--- src/rtl/rx_pkg.sv ---
// Shared constants for the receive sample scheduler.
//   - FSM state encoding (binary, 3 bits)
//   - default sequence count and band-pass decimation ratio
//   - decimated sample counter width and the ADC sample period in clock cycles
package rx_pkg;

  typedef logic [2:0] rx_state_t;

  localparam rx_state_t StIdle = 3'd0;
  localparam rx_state_t StLp   = 3'd1;
  localparam rx_state_t StBp   = 3'd2;
  localparam rx_state_t StCorr = 3'd3;
  localparam rx_state_t StDone = 3'd4;

  localparam int unsigned N_SEQ_DEFAULT = 16;
  localparam int unsigned DECIM_DEFAULT = 4;
  localparam int unsigned CNT_W         = 16;
  localparam int unsigned SEQ_IDX_W     = 4;
  // Clock cycles between ADC sample triggers; one full pass must fit inside.
  localparam int unsigned SAMPLE_PERIOD = 128;

endpackage

--- src/rtl/rx_seq_counter.sv ---
// Load/enable up-counter with terminal-count flag.
//   clk_i      : clock, rising edge
//   rst_i      : synchronous active-high reset, clears the count
//   load_i     : load load_val_i (has priority over en_i)
//   en_i       : increment by one
//   load_val_i : value taken on load
//   count_o    : registered count
//   tc_o       : high while count_o equals Last
module rx_seq_counter #(
  parameter int unsigned Width = 4,
  parameter int unsigned Last  = 15
) (
  input  logic             clk_i,
  input  logic             rst_i,
  input  logic             load_i,
  input  logic             en_i,
  input  logic [Width-1:0] load_val_i,
  output logic [Width-1:0] count_o,
  output logic             tc_o
);

  logic [Width-1:0] count_q, count_d;

  always_comb begin
    count_d = count_q;
    if (load_i) begin
      count_d = load_val_i;
    end else if (en_i) begin
      count_d = count_q + Width'(1);
    end
  end

  always_ff @(posedge clk_i) begin
    if (rst_i) begin
      count_q <= '0;
    end else begin
      count_q <= count_d;
    end
  end

  assign count_o = count_q;
  assign tc_o    = (count_q == Width'(Last));

endmodule

--- src/rtl/rx_sample_scheduler.sv ---
// Sequences the per-sample receive pipeline: one low-pass step, one band-pass
// step, and on every DECIM-th sample N_SEQ correlator steps followed by a
// result-valid strobe.
//   crx_clk         : clock, rising edge
//   rrx_rst         : synchronous active-high reset
//   erx_en          : enable; low aborts any pass in flight and ignores triggers
//   inew_sample_trig: one-cycle strobe for a new ADC sample
//   olp_en          : low-pass step strobe
//   obp_en          : band-pass step strobe
//   ocorr_en        : correlator step enable (N_SEQ cycles)
//   ocorr_seq_idx   : sequence index during correlation, 0 otherwise
//   oresult_valid   : one-cycle strobe, all correlator results stable
//   osample_cnt     : count of decimated samples, wraps silently
//   obusy           : FSM not idle
//   ooverrun        : sticky, a trigger arrived while busy
module rx_sample_scheduler
  import rx_pkg::*;
#(
  parameter int unsigned N_SEQ = N_SEQ_DEFAULT,
  parameter int unsigned DECIM = DECIM_DEFAULT
) (
  input  logic                 crx_clk,
  input  logic                 rrx_rst,
  input  logic                 erx_en,
  input  logic                 inew_sample_trig,
  output logic                 olp_en,
  output logic                 obp_en,
  output logic                 ocorr_en,
  output logic [SEQ_IDX_W-1:0] ocorr_seq_idx,
  output logic                 oresult_valid,
  output logic [CNT_W-1:0]     osample_cnt,
  output logic                 obusy,
  output logic                 ooverrun
);

  localparam int unsigned DecimW = (DECIM > 1) ? $clog2(DECIM) : 1;

  rx_state_t         state_q, state_d;
  logic [DecimW-1:0] decim_q, decim_d;
  logic [CNT_W-1:0]  sample_cnt_q, sample_cnt_d;
  logic              overrun_q, overrun_d;
  logic              lp_q, bp_q, corr_q, result_valid_q, busy_q;

  logic                 seq_load, seq_en, seq_tc;
  logic [SEQ_IDX_W-1:0] seq_idx;

  always_comb begin
    state_d      = state_q;
    decim_d      = decim_q;
    sample_cnt_d = sample_cnt_q;
    overrun_d    = overrun_q;

    // Only a registered-idle FSM accepts a trigger, so one landing on the
    // DONE->IDLE edge is still dropped.
    if (erx_en && inew_sample_trig && (state_q != StIdle)) begin
      overrun_d = 1'b1;
    end

    if (!erx_en) begin
      // Abort: counters keep their values, no result strobe.
      state_d = StIdle;
    end else begin
      case (state_q)
        StIdle: if (inew_sample_trig) state_d = StLp;
        StLp:   state_d = StBp;
        StBp: begin
          decim_d = (decim_q == DecimW'(DECIM - 1)) ? '0 : decim_q + DecimW'(1);
          state_d = (decim_q == '0) ? StCorr : StIdle;
        end
        StCorr: if (seq_tc) state_d = StDone;
        StDone: state_d = StIdle;
        default: state_d = StIdle;
      endcase
    end

    if (state_d == StDone) begin
      sample_cnt_d = sample_cnt_q + CNT_W'(1);
    end
  end

  // Index sits at 0 outside CORR, holds 0 on the entry edge, then steps.
  assign seq_load = (state_d != StCorr);
  assign seq_en   = (state_q == StCorr) && (state_d == StCorr);

  rx_seq_counter #(
    .Width(SEQ_IDX_W),
    .Last (N_SEQ - 1)
  ) u_seq_counter (
    .clk_i     (crx_clk),
    .rst_i     (rrx_rst),
    .load_i    (seq_load),
    .en_i      (seq_en),
    .load_val_i('0),
    .count_o   (seq_idx),
    .tc_o      (seq_tc)
  );

  // Strobes are registered from the next state so they line up with it.
  always_ff @(posedge crx_clk) begin
    if (rrx_rst) begin
      state_q        <= StIdle;
      decim_q        <= '0;
      sample_cnt_q   <= '0;
      overrun_q      <= 1'b0;
      lp_q           <= 1'b0;
      bp_q           <= 1'b0;
      corr_q         <= 1'b0;
      result_valid_q <= 1'b0;
      busy_q         <= 1'b0;
    end else begin
      state_q        <= state_d;
      decim_q        <= decim_d;
      sample_cnt_q   <= sample_cnt_d;
      overrun_q      <= overrun_d;
      lp_q           <= (state_d == StLp);
      bp_q           <= (state_d == StBp);
      corr_q         <= (state_d == StCorr);
      result_valid_q <= (state_d == StDone);
      busy_q         <= (state_d != StIdle);
    end
  end

  assign olp_en        = lp_q;
  assign obp_en        = bp_q;
  assign ocorr_en      = corr_q;
  assign ocorr_seq_idx = seq_idx;
  assign oresult_valid = result_valid_q;
  assign osample_cnt   = sample_cnt_q;
  assign obusy         = busy_q;
  assign ooverrun      = overrun_q;

endmodule

--- config.mk ---
export PLATFORM = sky130hd
export DESIGN_NAME = rx_sample_scheduler
export DESIGN_NICKNAME = d
export VERILOG_FILES = /design/src/rtl/rx_pkg.sv /design/src/rtl/rx_seq_counter.sv /design/src/rtl/rx_sample_scheduler.sv
export SDC_FILE = /design/constraint.sdc
export NUM_CORES = 1
export LEC_CHECK = 0
export BUFFER_PORTS_ARGS = -buffer_cell sky130_fd_sc_hd__clkbuf_2
export CAP_MARGIN = 10
export CORE_MARGIN = 2
export CORE_UTILIZATION = 53
export CTS_CLUSTER_DIAMETER = 80
export DETAILED_ROUTE_END_ITERATION = 10
export GPL_ROUTABILITY_DRIVEN = 0
export PLACE_DENSITY = 0.78
export SLEW_MARGIN = 40
export SYNTH_ARGS = -nofsm -noshare
export SYNTH_HDL_FRONTEND = slang
export SYNTH_SLANG_ARGS = --single-unit
--- constraint.sdc ---
create_clock -name crx_clk -period 1.73 [get_ports crx_clk]
set_input_delay 0.346 -clock crx_clk [delete_from_list [all_inputs] [get_ports crx_clk]]
set_output_delay 0.346 -clock crx_clk [all_outputs]
set_load 0.02 [all_outputs]
==> flow_metrics.tcl, run 1 <==
set metrics [dict create \
    reg2reg_slack_ns 0.10 \
    timing.max_cap.violations 0 \
    grt_remaining_overflow 0 \
    fp.dieArea_sq_um 3079 \
    synth_async_sr_flop_share_pct 0 \
    worstPathRequired_ns 2.00 \
    syn_to_final_growth_pct 21.46 \
    insertion_delay_ns 0.34 \
    root_buffer "clkbuf_4" \
    synth_top_flop_cell "dfxtp_1" \
    r2r-start "u_seq_counter.count_o[1]$_SDFFE_PP0P_" \
    postCtsSetupRepairBufs 0 \
    yosysUniqueCellTypes 42 \
    crit_arrival_ns 1.90 \
    grt_max_degree 23 \
    routed.top_layer "met4" \
    ioPinCount 30 \
    synth-edff-count 0 \
    crit_type "flop to flop" \
    utilization_pct 68.27 \
    drt-total-wl_microns 3175 \
    grt_usage_pct 21.44 \
    wl_met3_microns 158 \
    drtIter0Drc 26 \
    place.port_buffers 29 \
    diodes 0 \
    postRouteAntennaNets 0 \
    setup_tns_ns 0 \
    hold_viol_final 0 \
    rr_worst_depth 5 \
    initial_core_util_pct 56.21 \
    clk_pin_slew_worst_paths_ns 0.09 \
    max_slew_margin_pct 79.42 \
    yosys_warnings 0 \
    htreeDepth 2 \
    drive_above_1_share_pct 27.64 \
    reg2reg_to "osample_cnt[15]$_SDFFE_PP0N_" \
    status "completed" \
    clock-sinks 31 \
    ys_seq_elements 31 \
    syn_area_sq_um 1405 \
    end_kind "flop" \
    period_needed_ns 1.628 \
    cts_tree "yes" \
    vdd_drop_max_mv 0.6033 \
    leakagePower_uw 0.0007261 \
    drv_slew 0 \
    dp_hpwl_microns 2271 \
    post-route-drc-count 0 \
    wl_met2_microns 1617 \
    routedWlPerCell_microns 13.86 \
    whs_path_depth 3 \
    wl_met1_microns 1349 \
    cts-buffers-inserted 5 \
    die_w_microns 55.49 \
    synth-seq-area-share_pct 44.17 \
    crit_start "u_seq_counter.count_o[1]$_SDFFE_PP0P_" \
    p_per_area_nw_per_um2 734.7 \
    synth_fp_nets 166 \
    syn_inst 158 \
    clock_skew_ns 0.003859 \
    final_nets 206 \
    drt_pre_antenna_iters 4 \
    rows 18 \
    tightest_slew_ns 0.3009 \
    avgSynthCellArea_sq_um 8.893 \
    cp_max_fo 9 \
    hold_class "primary input to flop" \
    clock_tree.buffer_depth 2 \
    core-area_sq_um 2500 \
    vias_per_cell 5.541 \
    whs_ns 0.2949 \
    endpoint "osample_cnt[15]$_SDFFE_PP0N_" \
    grt_pass1_vias 1142 \
    worstSetupStartpointType "flop" \
    grt_pass1_wl_microns 5140 \
    cts_hold_repair.buffers 0 \
    fmax_ghz 0.6141 \
    vias 1269 \
    timing.final.crit_share_pct 94.12 \
    chipHeight_microns 55.49 \
    setup_viol 0 \
    rsz0062_at_grt "false" \
    grt_antenna_before_repair 0 \
]
-- cell families after synthesis --
| kind of cell | count (synthesis) | synth area share (%) |
|---|---|---|
| compound gates | 29 | 11.75 |
| buf+inv | 14 | 4.720 |
| simple gates | 69 | 28.85 |
| flops | 31 | 44.17 |
| mux | 1 | 0.7124 |
| fa+ha+maj | 4 | 3.562 |
| xor+xnor | 10 | 6.233 |
-- critical path, stage by stage, from the launching register on --
cell,delay (ns)
dfxtp_1,0.38
ha_1,0.22
and3_4,0.22
nand4_4,0.15
or4_1,0.43
a21oi_1,0.16
-- metrics by stage --
| step | worst slack [ns] | instance area [sq um] | total power, uW | instances |
|---|---|---|---|---|
| floorplan | 0.008096 | 1405 | 769.8 | 158 |
| CTS | 0.06421 | 1699 | 1264 | 229 |
| global placement | 0.1855 | 1630 | 785.9 | 221 |
| detailed placement | 0.1028 | 1630 | 787.6 | 221 |
| global route | 0.01314 | 1707 | 1304 | 229 |
| finish | 0.1016 | 1707 | 1254 | 229 |
-- repair_timing --
action,CTS,global route
setup endpoints to repair,0,1
gates resized for setup,0,3
endpoints found under the hold margin,0,0
-- synth_stat cells (all sizes together) (4+ instances only) --
cell | count | share of area (%)
a21oi | 13 | 4.6
buf | 4 | 2.0
dfxtp | 31 | 44
ha | 4 | 3.6
inv | 7 | 1.9
nand2 | 7 | 1.9
nand3 | 9 | 3.2
nand4 | 4 | 3.3
nor2 | 21 | 5.6
o21ai | 9 | 3.2
or3 | 7 | 3.1
xnor2 | 5 | 3.1
xor2 | 5 | 3.1
-- where the power goes --
group	switching, uW	internal, uW	leakage (uW)
Clock	245	239	0.0000386
Combinational	30.6	19.1	0.000436
Sequential	2.52	718	0.000251
-- layout make-up --
cell class / instances / area [sq um]
tap: 30 / 37.54
clock buffer: 8 / 68.82
inverter: 7 / 26.28
sequential: 31 / 623.1
fill: 216 / 793.3
multi-input combinational: 113 / 723.2
timing repair buffer: 40 / 227.7
-- worst min-delay path by stage --
stage	endpoint	startpoint	slack [ns]
4_1_cts	ooverrun$_SDFFE_PP0P_	inew_sample_trig	0.29
3_5_place_dp	ooverrun$_SDFFE_PP0P_	ooverrun$_SDFFE_PP0P_	0.46
6_report	ooverrun$_SDFFE_PP0P_	inew_sample_trig	0.29
3_3_place_gp	ooverrun$_SDFFE_PP0P_	ooverrun$_SDFFE_PP0P_	0.46
2_1_floorplan	osample_cnt[1]$_SDFFE_PP0N_	rrx_rst	0.42
5_1_grt	ooverrun$_SDFFE_PP0P_	inew_sample_trig	0.32
-- placed cells by master (no fill, tap or decap), types with 2 or more instances in the layout --
cell / n
a21oi_1: 13
a22oi_1: 2
and3_1: 2
buf_4: 11
clkbuf_2: 29
clkbuf_4: 5
clkbuf_8: 2
dfxtp_1: 29
dfxtp_2: 2
ha_1: 4
inv_1: 7
nand2_1: 7
nand3_1: 9
nand4_1: 2
nand4b_1: 2
nor2_1: 21
nor4_1: 2
o21ai_0: 9
or3_1: 7
xnor2_1: 5
xor2_1: 5
-- state kept, by name, summed over array words and instances (netlist names) --
name	count
state_q	3
obusy	1
ocorr_en	1
ooverrun	1
olp_en	1
decim_q	2
oresult_valid	1
obp_en	1
osample_cnt	16
u_seq_counter.count_o	4
-- layer usage --
metal,global-route usage (%),vias to the layer above
met1,24.41,593
met5,0,-
met4,9.059,0
li1,-,640
met2,36.39,29
met3,7.260,7
Power figures use the tool's default switching activity.
==> inputs of run 2 (changes only) <==
- ABC_AREA: default -> 1
- CORE_UTILIZATION: 53 -> 55
- CTS_BUF_LIST: default -> sky130_fd_sc_hd__clkbuf_4
- PLACE_DENSITY: 0.78 -> 0.8
==> run 2 against run 1 <==
Via count grew 9.9%. Clock power shrank 15%. Utilization is 0.95 points lower. Critical path depth grew 3.
==> flow_metrics.tcl, run 2 <==
set metrics [dict create \
    drive_above_1_share_pct 21.12 \
    dp_hpwl_microns 2241 \
    total_power_uw 1194 \
    vdd_drop_max_mv 0.5643 \
    p_seq_share_pct 60.6 \
    crit_type "flop to flop" \
    fp.dieArea_sq_um 3064 \
    period_needed_ns 1.554 \
    worstSetupStartpointType "flop" \
    yosys_warnings 0 \
    rr_worst_depth 8 \
    synth_top_flop_cell "dfxtp_1" \
    synth_fp_nets 206 \
    most-common-layout-cells "nand2_1, nor2_1, dfxtp_1, clkbuf_2, inv_1" \
    hold_viol_final 0 \
    status "completed" \
    grt_remaining_overflow 0 \
    mostFrequentLayoutCell "nand2_1" \
    reg2reg_to "osample_cnt[3]$_SDFFE_PP0N_" \
    drt-total-wl_microns 3000 \
    post-route-drc-count 0 \
    postRouteAntennaNets 0 \
    ys_top_cells_by_count "nand2_1, dfxtp_1, nor2_1" \
    synth-edff-count 0 \
    endpoint "osample_cnt[3]$_SDFFE_PP0N_" \
    p_sw_share_pct 24.23 \
    root_buffer "clkbuf_4" \
    htreeDepth 2 \
    syn_to_final_growth_pct 15.01 \
    setup_viol 0 \
    comb_power_share_pct 4.9 \
    timing.max_cap.violations 0 \
    clk_pin_slew_worst_paths_ns 0.10 \
    fillCellCount 250 \
    drtIter0Drc 26 \
    grt_pass1_wl_microns 5064 \
    final_nets 239 \
    place.port_buffers 29 \
    leakagePower_uw 0.0007275 \
    worstPathRequired_ns 1.96 \
    yosysUniqueCellTypes 29 \
    synth-seq-area-share_pct 42.80 \
    rsz0062_at_grt "false" \
    yosysMostFrequentCell "nand2_1" \
    cts_hold_repair.buffers 0 \
    p_sw_uw 289.3 \
    cts-buffers-inserted 5 \
    synth_top_area_share_pct 42.80 \
    vias_per_cell 5.321 \
    initial_core_util_pct 58.54 \
    clock-sinks 31 \
    yosys-top-cells-area "dfxtp_1, nand2_1, nor2_1" \
    diodes 0 \
    grt_pass1_vias 1255 \
    cp_max_fo 16 \
    drv_slew 0 \
    ys_seq_elements 31 \
    largest_reg_flops 16 \
    grt_antenna_before_repair 0 \
    utilization_pct 67.32 \
    p_int_uw 904.4 \
    end_kind "flop" \
    timing.final.crit_share_pct 89.84 \
    grt_usage_pct 20.98 \
    r2r-start "u_seq_counter.count_o[0]$_SDFFE_PP0P_" \
    crit_arrival_ns 1.78 \
    die_w_microns 55.35 \
    insertion_delay_ns 0.33 \
    max_slew_margin_pct 78.31 \
    p_per_area_nw_per_um2 715.7 \
    tightest_slew_ns 0.3229 \
    avgSynthCellArea_sq_um 7.324 \
    yosys.area.top_type "dfxtp_1" \
    synth_async_sr_flop_share_pct 0 \
    clock_skew_ns 0.007440 \
    cts_tree "yes" \
    reg2reg_slack_ns 0.18 \
    routedWlPerCell_microns 11.45 \
    chipHeight_microns 55.35 \
    clkPwrFrac_pct 34.5 \
    ioPinCount 30 \
    clock_tree.buffer_depth 2 \
    hold_class "primary input to flop" \
    fmax_ghz 0.6434 \
    grt_max_degree 17 \
    vias 1394 \
    crit_start "u_seq_counter.count_o[0]$_SDFFE_PP0P_" \
    syn_inst 198 \
    setup_tns_ns 0 \
    core-area_sq_um 2477 \
    drt_pre_antenna_iters 4 \
    syn_area_sq_um 1450 \
    rows 18 \
]
-- run 2: cell count changes in the layout (fill, tap and decap cells not counted), sizes merged, moves of 3 or more --
cell / change
xor2: -4
and3: -3
and4: -3
inv: +18
nand2: +34
or3: -7
buf: -10
nand3: +4
nor2: +12
nand4: +6
xnor2: -4
nor3: +6
-- run 2: worst max-delay path, cell delays in order, from the launching register on --
cell and delay, ns:
dfxtp_2 0.39, ha_1 0.22, nand3_1 0.12, nor2_2 0.14
nand2_4 0.15, inv_2 0.13, nand2_1 0.07, o21ai_0 0.16
a21oi_1 0.06
-- run 2: per-stage QoR --
stage                     hold slack, ns  setup slack, ns  std cells  area [sq um]
after global placement            0.4467           0.2494        254          1613
after detailed placement          0.4682           0.1250        254          1613
final                             0.2765           0.1757        262          1668
after floorplan                   0.4184           0.1823        198          1450
after global routing              0.2748          0.01688        262          1668
after CTS                         0.2610           0.1128        262          1665
-- run 2: repair_timing --
item	4_1_cts	5_1_grt
endpoints found under the setup margin	0	3
resized for setup	0	2
buffers inserted	0	0
hold endpoints to repair	0	0
-- run 2: worst min-delay path by stage --
stage | to | slack [ns] | start | cells past startpoint
after global placement | ooverrun$_SDFFE_PP0P_ | 0.45 | ooverrun$_SDFFE_PP0P_ | 2
after floorplan | ooverrun$_SDFFE_PP0P_ | 0.42 | rrx_rst | 1
after detailed placement | ooverrun$_SDFFE_PP0P_ | 0.47 | ooverrun$_SDFFE_PP0P_ | 2
after CTS | ooverrun$_SDFFE_PP0P_ | 0.26 | rrx_rst | 2
after global routing | ooverrun$_SDFFE_PP0P_ | 0.27 | rrx_rst | 2
final | ooverrun$_SDFFE_PP0P_ | 0.28 | rrx_rst | 2
-- run 2: power by group through the flow --
stage               clock (uW)  sequential (uW)  combinational, uW
floorplan                    0              744               37.2
global placement             0              739               57.1
detailed placement           0              740               58.4
CTS                        421              723               58.6
global route               456              724               66.5
finish                     412              723               58.8
-- run 2: final cells by class --
cell class / count / area, sq um / share of cell area, %
Inverter: 25 / 93.84 / 5.626
Multi-Input combinational cell: 138 / 708.2 / 42.46
Sequential cell: 31 / 623.1 / 37.36
Clock buffer: 6 / 45.04 / 2.701
Tap cell: 30 / 37.54 / 2.251
Timing Repair Buffer: 30 / 152.6 / 9.152
Clock inverter: 2 / 7.507 / 0.4501
-- run 2: cells by family (layout without fill, tap and decap cells) --
kind of cell | count (synthesis) | count (layout) | synth area share [%]
flops | 31 | 31 | 42.80
fa+ha+maj | 4 | 4 | 3.451
compound gates | 24 | 24 | 8.369
xor+xnor | 2 | 2 | 1.208
simple gates | 108 | 108 | 35.81
buf+inv | 29 | 63 | 8.369
-- run 2: metal layers --
layer,up-vias,part of all wire (%),wire [microns],GRT usage [%]
met5,-,0,0,0
met4,0,0.80,24,11.15
met3,4,5.9,177,7.963
met2,38,50,1506,35.20
met1,635,43,1292,22.75
li1,717,-,-,-
==> inputs of run 3 (changes only) <==
- ABC_AREA: 1 -> default
==> run 3 against run 2 <==
Global-route usage increased by 2.0 points. Combinational power decreased by 15%. Clock-buffer cell count decreased by 1. Power decreased by 3.7%. First-iteration DRC count decreased by 15%. Sequential power about the same. Wire length decreased by 1.5%. Register-to-register slack got worse by 0.04 ns. Maximum frequency decreased by 2.4%. Final cell count decreased by 13%. Clock power decreased by 8.0%. Critical path depth decreased by 3. Largest cell class unchanged. Highest routed layer unchanged.
==> flow_metrics.tcl, run 3 (synthesis results as in run 1) <==
set metrics [dict create \
    clock_skew_ns 0.005475 \
    status "completed" \
    vias_per_cell 5.533 \
    grt_antenna_before_repair 0 \
    largest_reg_flops 16 \
    p_per_area_nw_per_um2 687.2 \
    final_nets 205 \
    most-common-layout-cells "dfxtp_1, clkbuf_2, nor2_1" \
    clk_pin_slew_worst_paths_ns 0.09 \
    fmax_ghz 0.6280 \
    drt_pre_antenna_iters 4 \
    routed.top_layer "met4" \
    grt_usage_pct 23.01 \
    initial_core_util_pct 57.24 \
    max_slew_margin_pct 54.59 \
    grt_pass1_vias 1127 \
    worstPathRequired_ns 2.00 \
    grt_remaining_overflow 0 \
    wl_met3_microns 126 \
    rows 18 \
    end_kind "flop" \
    drtIter0Drc 22 \
    vdd_drop_max_mv 0.7349 \
    wl_met2_microns 1403 \
    worstSetupStartpointType "flop" \
    cp_slowest_cell "or4_1" \
    cpLargestDelayFamily "simple AND/OR/NAND/NOR gates" \
    chipHeight_microns 54.55 \
    timing.max_cap.violations 0 \
    critPathMaxStageDelay_ns 0.43 \
    hold_class "primary input to flop" \
    drive_above_1_share_pct 26.40 \
    cts-buffers-inserted 5 \
    setup_tns_ns 0 \
    postRouteAntennaNets 0 \
    period_needed_ns 1.592 \
    crit_type "flop to flop" \
    setup_viol 0 \
    grt_max_degree 23 \
    crit_arrival_ns 1.86 \
    insertion_delay_ns 0.33 \
    dp_hpwl_microns 2237 \
    clock_tree.buffer_depth 2 \
    leakagePower_uw 0.0007090 \
    place.port_buffers 29 \
    grt_pass1_wl_microns 4774 \
    timing.final.crit_share_pct 92.05 \
    cts_hold_repair.buffers 0 \
    root_buffer "clkbuf_4" \
    cp_num_buf_inv 0 \
    routedWlPerCell_microns 13.02 \
    diodes 0 \
    drv_slew 0 \
    post-route-drc-count 0 \
    rsz0062_at_grt "false" \
    tightest_slew_ns 0.6720 \
    hold_viol_final 0 \
    syn_to_final_growth_pct 19.06 \
    core-area_sq_um 2455 \
    die_w_microns 54.55 \
    htreeDepth 2 \
    worstPathCellList "ha_2 > and3_1 > nand4_4 > or4_1 > a21oi_1" \
    clock-sinks 31 \
    stdcell_area_sq_um 1673 \
    drt-total-wl_microns 2955 \
    placed_cell_area_sq_um 1623 \
    ioPinCount 30 \
    mostFrequentLayoutCell "dfxtp_1" \
    cts_tree "yes" \
    fp.dieArea_sq_um 2975 \
    vias 1256 \
    cp_max_fo 9 \
    wl_met1_microns 1313 \
    fillCellCount 213 \
]
-- run 3: cell types whose count changed in the layout (fill, tap and decap cells not counted), moves of 3 or more --
| cell | before | now |
|---|---|---|
| buf_4 | 1 | 10 |
| nand2_1 | 39 | 7 |
| xor2_1 | 1 | 5 |
| and3_1 | 0 | 3 |
| nor2_1 | 29 | 21 |
| inv_1 | 24 | 7 |
| or3_1 | 0 | 7 |
| nor3_1 | 7 | 1 |
| nor2_4 | 3 | 0 |
| nand4_1 | 9 | 2 |
| xnor2_1 | 1 | 5 |
-- run 3: metal layers --
metal  vias to the layer above  track usage [%]
met5                         -                0
met4                         0            17.08
met3                        14            7.104
met2                        31            36.75
met1                       573            25.55
li1                        638                -
-- run 3: worst paths after layout --
kind / start / to / slack (ns) / cells past startpoint
worst max-delay path: u_seq_counter.count_o[1]$_SDFFE_PP0P_ / osample_cnt[15]$_SDFFE_PP0N_ / 0.14 / 5
worst min-delay path: inew_sample_trig / ooverrun$_SDFFE_PP0P_ / 0.32 / 3
worst max register to register: u_seq_counter.count_o[1]$_SDFFE_PP0P_ / osample_cnt[15]$_SDFFE_PP0N_ / 0.14 / 5
worst min register to register: osample_cnt[15]$_SDFFE_PP0N_ / osample_cnt[15]$_SDFFE_PP0N_ / 0.48 / 2
-- run 3: metrics by stage --
| step | power [uW] | cells | utilization, % | setup WS, ns | hold slack (ns) |
|---|---|---|---|---|---|
| global route | 1199 | 227 | 68.14 | 0.01921 | 0.3065 |
| detailed placement | 787.8 | 220 | 66.11 | 0.09810 | 0.4698 |
| CTS | 1161 | 227 | 67.99 | 0.08280 | 0.3059 |
| floorplan | 769.8 | 158 | - | 0.008096 | 0.4151 |
| global placement | 785.1 | 220 | 66.11 | 0.1883 | 0.4654 |
| finish | 1150 | 227 | 68.14 | 0.1376 | 0.3201 |
-- run 3: area by class of cell --
type	instances	area [sq um]	share of cell area, %
multi-input cells	113	720.7	43.08
flip-flops and latches	31	621.8	37.17
repair buffers	39	220.2	13.16
clock buffers	5	37.54	2.244
well taps	30	37.54	2.244
inverters	7	26.28	1.571
clock inverters	2	8.758	0.5236
-- run 3: report_power, final --
group	leakage, uW	internal [uW]	switching (uW)
combinational	0.000430	18.8	31.1
sequential	0.000251	718	2.67
clock	0.0000285	144	235
total	0.000709	881	269
-- run 3: repair_timing --
action	4_1_cts	5_1_grt
setup endpoints to repair	0	1
resized for setup	0	2
setup buffers	0	0
-- run 3: worst min-delay path: stages --
cell,delay (ns)
clkbuf_2,0.11
a31oi_1,0.07
nor2_1,0.08
